`src/rtl/mips_timer.sv`:
```
// mips_timer -- memory-mapped timer peripheral on the MIPS data bus.
//
// Counts prescaled ticks in COUNT, sets STATUS.MATCH when a tick sees
// COUNT == COMPARE, and raises a level interrupt when MATCH and CTRL.IRQEN
// are both set.
//
// Register window (32 bytes at BASE_ADDR, offset = memaddr[4:2]):
//   0 CTRL     bit0 EN, bit1 AUTORELOAD, bit2 IRQEN
//   1 COUNT    32-bit R/W
//   2 COMPARE  32-bit R/W (reset value FFFF_FFFF)
//   3 STATUS   bit0 MATCH, write-1-to-clear
//   4 PRESCALE [PRESCALE_W-1:0] R/W (only with MIPS_TIMER_PRESCALE_EN)
//   5..7       read 0, writes ignored
//
// Build option: define MIPS_TIMER_PRESCALE_EN to include the prescaler.
// Without it every enabled cycle is a tick and offset 4 reads 0.
//
// Ports:
//   clk          rising-edge clock
//   reset        synchronous active-high reset
//   memwrite     store strobe from the CPU MEM stage
//   memaddr      byte address (bits [1:0] ignored)
//   memwritedata store data
//   memreaddata  combinational load data (0 when not selected)
//   sel          address falls inside the register window
//   irq          level interrupt request = MATCH & IRQEN
module mips_timer #(
   parameter logic [31:0] BASE_ADDR  = 32'hFFFF_0100,
   parameter int          PRESCALE_W = 8
) (
   input  logic        clk,
   input  logic        reset,
   input  logic        memwrite,
   input  logic [31:0] memaddr,
   input  logic [31:0] memwritedata,
   output logic [31:0] memreaddata,
   output logic        sel,
   output logic        irq
);

   logic [2:0]  ctrl_reg;
   logic [31:0] count_reg;
   logic [31:0] compare_reg;
   logic        match_reg;

   logic [7:0]  wr_sel;
   logic        tick;
   logic        count_hit;
   logic [31:0] prescale_rd;
   logic        unused_bits;

   assign sel = (memaddr[31:5] == BASE_ADDR[31:5]);

   // One write strobe per register offset.
   genvar gi;
   generate
      for (gi = 0; gi < 8; gi++) begin : g_wr_dec
         assign wr_sel[gi] = memwrite & sel & (memaddr[4:2] == 3'(gi));
      end
   endgenerate

`ifdef MIPS_TIMER_PRESCALE_EN
   logic [PRESCALE_W-1:0] pcnt_reg;
   logic [PRESCALE_W-1:0] prescale_reg;

   assign tick = ctrl_reg[0] & (pcnt_reg == prescale_reg);

   always_ff @(posedge clk) begin
      if (reset) begin
         pcnt_reg     <= '0;
         prescale_reg <= '0;
      end else begin
         if (wr_sel[4])
            prescale_reg <= memwritedata[PRESCALE_W-1:0];
         // Reprogramming CTRL or PRESCALE restarts the tick period cleanly.
         if (wr_sel[0] | wr_sel[4])
            pcnt_reg <= '0;
         else if (ctrl_reg[0])
            pcnt_reg <= tick ? '0 : pcnt_reg + PRESCALE_W'(1);
      end
   end

   always_comb begin
      prescale_rd                 = '0;
      prescale_rd[PRESCALE_W-1:0] = prescale_reg;
   end

   assign unused_bits = ^{memaddr[1:0], wr_sel[7:5]};
`else
   assign tick        = ctrl_reg[0];
   assign prescale_rd = '0;
   assign unused_bits = ^{memaddr[1:0], wr_sel[7:4], PRESCALE_W[0]};
`endif

   assign count_hit = (count_reg == compare_reg);

   always_ff @(posedge clk) begin
      if (reset) begin
         ctrl_reg    <= '0;
         count_reg   <= '0;
         compare_reg <= 32'hFFFF_FFFF;
         match_reg   <= 1'b0;
      end else begin
         if (wr_sel[0])
            ctrl_reg <= memwritedata[2:0];
         if (wr_sel[2])
            compare_reg <= memwritedata;

         // CPU store beats the tick; the match below still uses the old COUNT.
         if (wr_sel[1])
            count_reg <= memwritedata;
         else if (tick)
            count_reg <= (count_hit & ctrl_reg[1]) ? 32'd0 : count_reg + 32'd1;

         // A new match wins over a simultaneous write-1-to-clear.
         if (tick & count_hit)
            match_reg <= 1'b1;
         else if (wr_sel[3] & memwritedata[0])
            match_reg <= 1'b0;
      end
   end

   assign irq = match_reg & ctrl_reg[2];

   always_comb begin
      memreaddata = 32'h0;
      if (sel) begin
         case (memaddr[4:2])
            3'd0:    memreaddata = {29'h0, ctrl_reg};
            3'd1:    memreaddata = count_reg;
            3'd2:    memreaddata = compare_reg;
            3'd3:    memreaddata = {31'h0, match_reg};
            3'd4:    memreaddata = prescale_rd;
            default: memreaddata = 32'h0;
         endcase
      end
   end

endmodule

```
`config.mk`:
```
export PLATFORM = sky130hd
export DESIGN_NAME = mips_timer
export DESIGN_NICKNAME = d
export VERILOG_FILES = /design/src/rtl/mips_timer.sv
export SDC_FILE = /design/constraint.sdc
export NUM_CORES = 1
export LEC_CHECK = 0
export BUFFER_PORTS_ARGS = -buffer_cell sky130_fd_sc_hd__buf_2
export CAP_MARGIN = 20
export CORE_MARGIN = 2
export CORE_UTILIZATION = 59
export CTS_CLUSTER_SIZE = 28
export DETAILED_ROUTE_END_ITERATION = 8
export PLACE_DENSITY = 0.87
export SLEW_MARGIN = 20
export SYNTH_ARGS = -nofsm -noshare
export SYNTH_HDL_FRONTEND = slang
export SYNTH_SLANG_ARGS = --single-unit
```
`constraint.sdc`:
```
create_clock -name clk -period 9.2 [get_ports clk]
set_input_delay 2.3 -clock clk [delete_from_list [all_inputs] [get_ports clk]]
set_output_delay 2.3 -clock clk [all_outputs]
set_load 0.02 [all_outputs]
```
==> flow_summary.ini <==
[logic_synthesis]
async_flop_share_pct = 0
syn_inst = 532
syn_nets = 600
synthesis.yosys.warnings = 0
synth_ff_type = dfxtp_1
synth.cell_area_um2 = 4250
synth-seq-cells = 68
synth.lib_cells_used.distinct = 51
synth_edf_count = 0
synth.avg_cell_area_um2 = 7.989
synth.yosys.seq_area_share_pct = 32.03

[drt]
initialDrtViolationCount = 505
drtPass1Iterations = 8
via_count = 4425
route.detailed.vias_per_inst = 6.349
drt.antenna.violating_nets = 0
routed_wirelength_um = 12700
drc_errors = 0
wl_per_cell_um = 18.21

[timing]
slew_viol_final = 0
clock-skew-final_ns = 0.009122
setup-violations-final = 0
worstMarginPinSlew_ns = 1.058
clock.fmax_mhz = 149.3
finalCritPeriodShare_pct = 72.80
slew_headroom_pct = 28.90
rsz0062_at_grt = no
min_period_ns = 6.698
finalHoldViolCount = 0
totalNegativeSetupSlack_ns = 0

[clock_network]
tritoncts = done
clkTransAtPathRegs_ns = 0.07
worst_skew_pair.late_latency_ns = 0.35
cts-buffers-inserted = 9
ctsHoldBuffers = 0
clock-root-buffer = clkbuf_8
cts_repair_resize_count = 0
cts_max_path_buffers = 2
numClockSinks = 68
cts.htree.levels = 3
cts_setup_buffers = 0

[hold_path]
number_of_cells_traversed_by_the_worst_hold_path = 2
worstHoldStart = match_reg
worstHoldEndpoint = match_reg
worstHoldPathType = reg -> reg

[worst_setup_path]
crit_type = in -> out
cp_data_arrival_time_ns = 4.40
worst_ep_required_time_ns = 6.90
internal_reg_to_reg_setup_slack_ns = 6.04
ff2ff_path_depth = 6
startpoint_type = input pin
r2r_start = count_reg[26]
cp_max_fo = 32
end_kind = output port
crit-reg2reg-capture = count_reg[19]

[flow_run]
max_cap_check_violation_count = 0

[finish]
area_growth_pct = 15.10
layout-drive-gt1-share_pct = 21.46
n_fill_cell = 554
num_antenna_cells = 0
instances_no_fill = 697
layout.nets = 664

[die]
starting_density_of_the_core_pct = 61.88
rows = 30
core-area_um2 = 6869
io-pin-count = 101
chipHeight_um = 88.88
chipWidth_um = 88.88
die_area_um2 = 7899

[global_route]
grt_pass1_vias = 4090
antenna_found_initial = 0
grt_max_degree = 36
grt.total_usage_pct = 33.15
grt_first_pass_wirelength_um = 20240
grt.overflow.total = 0

[power]
cellPowerDensity_nw_per_um2 = 122.4
p_leak_uw = 0.001805
ir_drop_mv = 0.09383
finalPower_uw = 598.6

[status]
status = completed

[place]
gp_routability_congestion = 0.9559
detailedPlacementHpwl_um = 8488
port_buffers = 98
numPlacedInstances = 681
-- synthesized netlist by cell type, drive strengths merged, types with 15 or more instances --
| cell type | count | area share [%] |
|---|---|---|
| nor2 | 55 | 4.9 |
| xnor2 | 38 | 7.8 |
| dfxtp | 68 | 32 |
| a21oi | 16 | 1.9 |
| nand4 | 32 | 4.9 |
| nand2 | 56 | 4.9 |
| and3 | 15 | 2.2 |
| nand3 | 20 | 2.4 |
| clkbuf | 37 | 3.3 |
| mux2i | 37 | 8.7 |
| a22oi | 32 | 5.7 |
| xor2 | 15 | 3.1 |
-- per-stage QoR --
stage	util (%)	area, um^2	hold WS, ns	setup WS (ns)
floorplan	-	4250	0.4550	2.707
global placement	68.27	4690	0.4789	2.559
detailed placement	68.27	4690	0.4848	2.520
CTS	71.22	4892	0.4983	2.516
global route	71.22	4892	0.5054	2.374
finish	71.22	4892	0.5002	2.502
-- placed cells by master (no fill, tap or decap), drive strengths merged, types with 4 or more instances in the layout --
cell,instances
clkbuf,12
xor2,15
nand3,20
o22ai,11
nand4,32
nor4,9
and2,6
nor3,10
mux2i,37
and3,15
and4,4
buf,101
o211ai,5
dfxtp,68
a22oi,32
xnor2,38
nand2,56
a31oi,5
o21ai,11
a21oi,16
nor2,55
or4b,5
inv,8
-- layer usage --
| metal | vias up | global-route usage (%) | part of all wire [%] |
|---|---|---|---|
| met1 | 2037 | 44.57 | 40 |
| met4 | 0 | 11.02 | 2.4 |
| met2 | 289 | 53.80 | 47 |
| met3 | 50 | 5.970 | 11 |
| met5 | - | 0 | 0 |
| li1 | 2049 | - | - |
-- layout make-up --
cell class                      count  area (um^2)  share of cell area (%)
Multi-Input combinational cell    408         2665                   54.48
Sequential cell                    68         1361                   27.83
Timing Repair Buffer              101        513.0                   10.49
Clock buffer                       12        155.1                   3.171
Tap cell                           96        120.1                   2.455
Clock inverter                      4        47.55                  0.9719
Inverter                            8        30.03                  0.6138
-- worst max-delay path, cell delays in order --
cell	delay, ns
buf_2	0.10
or4b_1	0.57
nor4_4	0.35
nand2_1	0.11
or2_2	0.55
nor2_1	0.21
buf_2	0.18
-- power breakdown --
part           internal [uW]  switching (uW)  total [uW]
combinational           17.6            25.6        43.2
clock                    139             120         259
sequential               295            1.56         296
-- cell families (layout without fill, tap and decap cells) --
family | count (synthesis) | after routing | share of synthesized area (%)
buffers and inverters | 56 | 125 | 5.564
adders and majority gates | 1 | 1 | 0.2943
muxes | 38 | 38 | 9.244
xor gates and xnor gates | 53 | 53 | 10.92
and+or+nand+nor | 224 | 224 | 27.47
AOI/OAI and AO/OA | 92 | 92 | 14.48
DFF | 68 | 68 | 32.03
-- worst max-delay path by stage --
stage               cells after the start        from               to  slack, ns
finish                                  7  memaddr[5]  memreaddata[29]       2.50
global route                            7  memaddr[5]  memreaddata[21]       2.37
CTS                                     7  memaddr[5]  memreaddata[29]       2.52
detailed placement                      7  memaddr[5]  memreaddata[29]       2.52
global placement                        7  memaddr[5]  memreaddata[15]       2.56
floorplan                               7  memaddr[5]  memreaddata[10]       2.71
(Power assumes the default switching activity.)
